### src/rtl/stream_mux_pkg.sv
// Shared types for the 2:1 packet stream merger: lock FSM encoding and source index width.
package stream_mux_pkg;

  localparam int SRC_W = 1;

  typedef enum logic [1:0] {
    IDLE  = 2'd0,
    LOCK0 = 2'd1,
    LOCK1 = 2'd2
  } state_e;

  function automatic logic [SRC_W-1:0] other_src(input logic [SRC_W-1:0] s);
    return ~s;
  endfunction

endpackage

### src/rtl/stream_mux_2to1_rr_arb2.sv
// Two-request round-robin arbiter. Grant is combinational; a hold input pins the grant
// to a locked source, and the priority pointer moves on an update pulse.
module rr_arb2
  import stream_mux_pkg::*;
(
  input  logic             clk,
  input  logic             rst,
  input  logic [1:0]       i_req,
  input  logic             i_hold,
  input  logic [SRC_W-1:0] i_hold_src,
  input  logic             i_upd,
  input  logic [SRC_W-1:0] i_upd_src,
  output logic             o_gnt_vld,
  output logic [SRC_W-1:0] o_gnt
);

  logic [SRC_W-1:0] r_prio;

  always_comb begin
    o_gnt_vld = 1'b0;
    o_gnt     = r_prio;
    if (i_hold) begin
      o_gnt_vld = 1'b1;
      o_gnt     = i_hold_src;
    end else begin
      case (i_req)
        2'b01: begin
          o_gnt_vld = 1'b1;
          o_gnt     = 1'b0;
        end
        2'b10: begin
          o_gnt_vld = 1'b1;
          o_gnt     = 1'b1;
        end
        2'b11: begin
          o_gnt_vld = 1'b1;
          o_gnt     = r_prio;
        end
        default: begin
          o_gnt_vld = 1'b0;
          o_gnt     = r_prio;
        end
      endcase
    end
  end

  // The source that just finished a packet drops to the lower priority.
  always_ff @(posedge clk) begin
    if (rst) begin
      r_prio <= '0;
    end else if (i_upd) begin
      r_prio <= other_src(i_upd_src);
    end
  end

endmodule

### src/rtl/stream_mux_2to1.sv
// Merges two valid/ready packet streams into one registered output stream with
// packet-granular round-robin arbitration, 1-cycle latency and full throughput.
module stream_mux_2to1
  import stream_mux_pkg::*;
#(
  parameter int DATA_W = 8
) (
  input  logic              clk,
  input  logic              rst,
  input  logic              in0_valid,
  input  logic [DATA_W-1:0] in0_data,
  input  logic              in0_last,
  output logic              in0_ready,
  input  logic              in1_valid,
  input  logic [DATA_W-1:0] in1_data,
  input  logic              in1_last,
  output logic              in1_ready,
  output logic              out_valid,
  output logic [DATA_W-1:0] out_data,
  output logic              out_last,
  output logic              out_src,
  input  logic              out_ready
);

  state_e            r_state_p0;
  state_e            w_state_nxt;

  logic              r_vld_p1;
  logic [DATA_W-1:0] r_data_p1;
  logic              r_last_p1;
  logic [SRC_W-1:0]  r_src_p1;

  logic              w_slot_free;
  logic              w_hold;
  logic [SRC_W-1:0]  w_hold_src;
  logic              w_gnt_vld;
  logic [SRC_W-1:0]  w_gnt;
  logic              w_acc;
  logic [DATA_W-1:0] w_sel_data;
  logic              w_sel_last;

  assign w_slot_free = !r_vld_p1 || out_ready;
  assign w_hold      = (r_state_p0 != IDLE);
  assign w_hold_src  = (r_state_p0 == LOCK1);

  rr_arb2 u_arb (
    .clk        (clk),
    .rst        (rst),
    .i_req      ({in1_valid, in0_valid}),
    .i_hold     (w_hold),
    .i_hold_src (w_hold_src),
    .i_upd      (w_acc && w_sel_last),
    .i_upd_src  (w_gnt),
    .o_gnt_vld  (w_gnt_vld),
    .o_gnt      (w_gnt)
  );

  // While locked the grant is fixed, so ready does not wait on the locked source's valid.
  assign in0_ready = w_gnt_vld && (w_gnt == 1'b0) && w_slot_free && !rst;
  assign in1_ready = w_gnt_vld && (w_gnt == 1'b1) && w_slot_free && !rst;

  assign w_acc      = (in0_valid && in0_ready) || (in1_valid && in1_ready);
  assign w_sel_data = w_gnt ? in1_data : in0_data;
  assign w_sel_last = w_gnt ? in1_last : in0_last;

  always_comb begin
    w_state_nxt = r_state_p0;
    if (w_acc) begin
      if (w_sel_last) begin
        w_state_nxt = IDLE;
      end else begin
        w_state_nxt = w_gnt ? LOCK1 : LOCK0;
      end
    end
  end

  // p0: packet lock state
  always_ff @(posedge clk) begin
    if (rst) begin
      r_state_p0 <= IDLE;
    end else begin
      r_state_p0 <= w_state_nxt;
    end
  end

  // p1: registered output beat
  always_ff @(posedge clk) begin
    if (rst) begin
      r_vld_p1  <= 1'b0;
      r_data_p1 <= '0;
      r_last_p1 <= 1'b0;
      r_src_p1  <= '0;
    end else if (w_acc) begin
      r_vld_p1  <= 1'b1;
      r_data_p1 <= w_sel_data;
      r_last_p1 <= w_sel_last;
      r_src_p1  <= w_gnt;
    end else if (out_ready) begin
      r_vld_p1  <= 1'b0;
    end
  end

  assign out_valid = r_vld_p1;
  assign out_data  = r_data_p1;
  assign out_last  = r_last_p1;
  assign out_src   = r_src_p1;

endmodule
### config.mk
export PLATFORM = sky130hd
export DESIGN_NAME = stream_mux_2to1
export DESIGN_NICKNAME = d
export VERILOG_FILES = /design/src/rtl/stream_mux_pkg.sv /design/src/rtl/stream_mux_2to1_rr_arb2.sv /design/src/rtl/stream_mux_2to1.sv
export SDC_FILE = /design/constraint.sdc
export NUM_CORES = 1
export LEC_CHECK = 0
export BUFFER_PORTS_ARGS = -buffer_cell sky130_fd_sc_hd__buf_2
export CAP_MARGIN = 10
export CORE_MARGIN = 5
export CORE_UTILIZATION = 48
export DETAILED_ROUTE_END_ITERATION = 7
export GPL_TIMING_DRIVEN = 0
export PLACE_DENSITY = 0.84
export SYNTH_ARGS = -nofsm -noshare
export SYNTH_HDL_FRONTEND = slang
export SYNTH_HIERARCHICAL = 1
export SYNTH_SLANG_ARGS = --single-unit
### constraint.sdc
create_clock -name clk -period 3.1 [get_ports clk]
set_input_delay 0.31 -clock clk [delete_from_list [all_inputs] [get_ports clk]]
set_output_delay 0.31 -clock clk [all_outputs]
set_load 0.005 [all_outputs]
After elaboration in Yosys (flattened, before gate mapping)
Index checks and enable logic that the tools add are counted.
- register bits: 14
- input port bits: 23
- output and inout port bits: 13
- word-level logic and storage cells: 37
- eq/ne operators: 4
- mux-type cells: 10
- bitwise operators: 1
- reductions and logical operators: 16
- operator list (cell ; number):
    $logic_and A1 B1 Y1 ; 9
    $mux W8 ; 1
    $eq A2 B2 Y1 const B ; 3
    $mux W1 ; 6
    $mux W2 ; 2
    $reduce_bool A2 Y1 ; 2
    $reduce_or A3 Y1 ; 1
    $eq A2 B1 Y1 const B ; 1
    $logic_not A1 Y1 ; 2
    $logic_or A1 B1 Y1 ; 2
    $pmux W1 S2 ; 1
    $not A1 Y1 ; 1

Logic depth before layout (Yosys ltp)
- depth after elaboration: 10
- depth in mapped cells: 11
- depth with buffers taken out: 9

By module
Netlist, hierarchy kept.
- by module, submodules not included (module ; times used ; cells each ; area each (sq um)):
    stream_mux_2to1 ; 1 ; 65 ; 691.9
    rr_arb2 ; 1 ; 11 ; 88.8

Worst setup path after synthesis
No wires, ideal clock.
- path type: input to register
- start point: in in0_valid
- end point: reg r_state_p0[0]
- arrival time: 1.818 ns
- setup slack: 1.162 ns
- cell stages on the path: 8
- buffers on the path: 1
- cells stage by stage: inv_1 ha_1 mux2i_1 o21ai_1 buf_6 mux2_4 nand3_4 mux2_2
- word-level cells in the longest chain between the ends: 9
- RTL lines (what ; RTL line ; text):
    start, declared ; stream_mux_2to1.sv:10 ; input logic in0_valid,
    $eq A2 B2 Y1 or $eq A2 B1 Y1 (tied branches) ; stream_mux_2to1_rr_arb2.sv:26 ; case (i_req)
    $pmux W1 S2 * ; stream_mux_2to1_rr_arb2.sv:26 ;
    $mux W1 * ; stream_mux_2to1_rr_arb2.sv:22 ; if (i_hold) begin
    net w_gnt ; stream_mux_2to1.sv:37 ; logic [SRC_W-1:0] w_gnt;
    $not A1 Y1 ; stream_mux_2to1.sv:59 ; assign in0_ready = w_gnt_vld && (w_gnt == 1'b0) && w_slot_free && !rst;
    $logic_and A1 B1 Y1 (3 in series) ; stream_mux_2to1.sv:59 ;
    $logic_and A1 B1 Y1 ; stream_mux_2to1.sv:62 ; assign w_acc = (in0_valid && in0_ready) || (in1_valid && in1_ready);
    $logic_or A1 B1 Y1 ; stream_mux_2to1.sv:62 ;
    end signal, assigned ; stream_mux_2to1.sv:82 ; r_state_p0 <= w_state_nxt;
    end, declared ; stream_mux_2to1.sv:25 ; state_e r_state_p0;
Mark *: on every way through the listed nets, which the timed path passes. The rest lies on a longest branch.
A chain may end at the register's enable or synchronous reset.

Final worst setup path
- start point: reg r_state_p0[1]
- end point: out in1_ready
- word-level cells in the longest chain between the ends: 5
- RTL lines (what ; RTL line ; text):
    $reduce_bool A2 Y1 ; stream_mux_2to1.sv:43 ; assign w_hold = (r_state_p0 != IDLE);
    net w_hold ; stream_mux_2to1.sv:34 ; logic w_hold;
    $mux W1 ; stream_mux_2to1_rr_arb2.sv:22 ;
    net w_gnt ; stream_mux_2to1.sv:37 ;
    $logic_and A1 B1 Y1 (3 in series) ; stream_mux_2to1.sv:60 ; assign in1_ready = w_gnt_vld && (w_gnt == 1'b1) && w_slot_free && !rst;
    end, declared ; stream_mux_2to1.sv:17 ; output logic in1_ready,
The timed path passes the listed nets, and every way through them passes these cells.

==> impl_metrics.toml <==
[outcome]
status = "complete, no violations"

[floorplan]
start_util = 0.512
die_w_um = 50.3
dieHeight_um = 50.3
num_rows = 14
top_level_ports = 36
die_area_um2 = 2530
core_um2 = 1520

[sta]
min_period_ns = 2.17
timing.fmax_mhz = 462
worstMarginPinSlew_ns = 0.317
slew_headroom = 0.789
slew_violations = 0
hold_ws_ns = 0.270
finalHoldViolations = 0
clock_skew_ns = 0.000763
setup_tns_ns = 0
rsz0062_at_grt = "false"
setup_viol = 0
finalCritPeriodShare = 0.699

[finish]
synthToLayoutAreaGrowth_pct = 29.6
antenna_cells = 0
drive_above_1_share = 0.417
fin_cells = 131
nNetsFinal = 141

[logic_synthesis]
yosys_warnings = 6
netlist_area_um2 = 781
avgSynthCellArea_um2 = 10.3
yosysSeqAreaShare = 0.359
syn-num-nets = 101
syn_inst = 76
ys_ff_latch = 14
synth_top_cells_by_area = "dfxtp_1 36%, mux2i_1 26%, nand2b_1 9.6%, ha_1 3.2%, buf_12 2.6%"
yosysTopAreaCell = "dfxtp_1"
yosys.area.top_type_share = 0.359
synth_cell_types = 25

[clock_tree]
clock_latency_ns = 0.28
clock_path_buffers = 2
post_cts_buffers = 0
root_buffer = "clkbuf_4"
cts_buffers = 3
hold_buffers = 0
htreeDepth = 1
cts_resized = 0
cts_tree = "built"
cts.sinks = 14
path_clk_slew_ns = 0.09

[detailed_routing]
drt_wl_total_um = 1580
viasPerCell = 5.06
first_pass_iters = 4
wl_per_cell_um = 12.0
vias = 663
drtIter0Drc = 8
drc = 0
ant_nets = 0

[critical_path]
critPathMaxStageDelay_ns = 0.32
path_cells = "or2_2 -> o21ai_1 -> buf_6 -> buf_2 -> and3_1 -> buf_2"
path_class = "flop to primary output"
critPathBufInv = 3
path_common_cell = "buf_2"
critPathMaxFanout = 10
cpMaxStageDelayCell = "dfxtp_1"
end_kind = "primary output"
critPathLaunchType = "flop"
worst_ep_arrival_time_ns = 1.86
required_ns = 2.79
path_delay_family = "buffers and inverters"

[placement]
gp_congestion = 0.686
placedCellCount = 127
post-dp-hpwl_um = 1260
numPortBuffers = 35

[power]
p_leak_nw = 0.538
p_clk_frac = 0.296
power_switching_uw = 120
power-per-cell-area_nw_per_um2 = 445
totalPowerFinal_uw = 450
ir_drop_mv = 0.277
pwr-share-seq = 0.455
switching_share = 0.265
intPower_uw = 331
combPwrFrac = 0.248

[global_routing]
grt_max_degree = 11
grt_pass1_vias = 589
antenna_found_initial = 0
grt_overflow = 0
grt_pass1_wl_um = 2600
grt_use_total = 0.130

[run]
drv_cap = 0

[hold_path]
hold_path.class = "input port to flop"
[synthesized netlist by cell type]
cell      number
buf_2          1
mux2_2         1
dfxtp_1       14
clkbuf_1       1
o21ai_1        1
nor2_1         5
a211oi_1       1
mux2_4         1
a31oi_1        1
a21oi_1        1
buf_12         1
and3_1         1
buf_6          1
nor4_1         1
nand3_4        1
nand2b_1      12
or2_2          1
and2b_2        1
and4b_1        1
or2b_2         1
mux2i_1       20
ha_1           2
inv_1          2
nor2b_1        2
nand2_1        2
[cell type report]
type / instances / area, µm²
Fill cell: 134 / 512
Multi-Input combinational cell: 56 / 453
Sequential cell: 14 / 280
Timing Repair Buffer: 35 / 175
Buffer: 4 / 40.0
Clock buffer: 4 / 36.3
Tap cell: 16 / 20.0
Inverter: 2 / 7.51
[kinds of logic (layout without fill, tap and decap cells)]
logic type      after synthesis  in the layout  share of synthesized area
buf+inv                       6             45                     0.0609
mux                          22             22                      0.290
simple gates                 28             28                      0.228
fa+ha+maj                     2              2                     0.0320
flops                        14             14                      0.359
compound gates                4              4                     0.0304
[state kept, by name (all words and copies together), names as in the netlist]
name and cells:
out_data 8, r_state_p0 2, out_last 1, out_src 1, out_valid 1, u_arb/r_prio 1
[final timing paths]
kind                 start           end  slack [ns]  cells after the start
max          r_state_p0[1]     in1_ready        0.93                      6
min                    rst  u_arb/r_prio        0.27                      2
max reg2reg  r_state_p0[1]  u_arb/r_prio        1.16                      8
min reg2reg    out_data[7]   out_data[7]        0.48                      2
[through the flow]
stage / area (µm²) / setup slack, ns / utilization
global placement: 976 / 0.947 / 0.640
CTS: 1010 / 0.916 / 0.664
detailed placement: 976 / 0.916 / 0.640
finish: 1010 / 0.934 / 0.664
global route: 1010 / 0.792 / 0.664
floorplan: 781 / 1.16 / -
[power groups by stage]
stage                     sequential, mW  combinational (mW)  clock, mW
after floorplan                    0.211              0.0703          0
after global placement             0.208               0.111          0
after detailed placement           0.209               0.113          0
after CTS                          0.205               0.114      0.136
after global routing               0.207               0.125      0.149
final                              0.205               0.112      0.133
[per-layer routing]
layer	wire length, µm	vias up	share of wire	GRT usage
met5	0	-	0	0
met4	10	0	0.0063	0.0638
met3	124	2	0.079	0.0385
met2	753	21	0.48	0.195
met1	687	303	0.44	0.170
li1	-	337	-	-
[worst reg2reg max path: stages, from the launching register on]
cell      delay, ns
dfxtp_1        0.32
or2_2          0.31
o21ai_1        0.21
buf_6          0.16
mux2_4         0.31
nand3_4        0.13
buf_12         0.15
nor2_1         0.07
a211oi_1       0.20
[cell usage in the layout (no fill, tap or decap)]
cell	instances
clkbuf_8	1
or2b_2	1
o21ai_1	1
clkbuf_1	1
a211oi_1	1
a21oi_1	1
mux2i_1	20
dfxtp_1	14
mux2_4	1
nor2b_1	2
or2_2	1
nand3_4	1
buf_6	1
mux2_2	1
ha_1	2
nor4_1	1
nand2_1	2
buf_12	1
and3_1	1
buf_2	36
nand2b_1	12
inv_1	2
a31oi_1	1
clkbuf_4	3
nor2_1	5
and2b_2	1
and4b_1	1
Power figures use the tool's default switching activity.
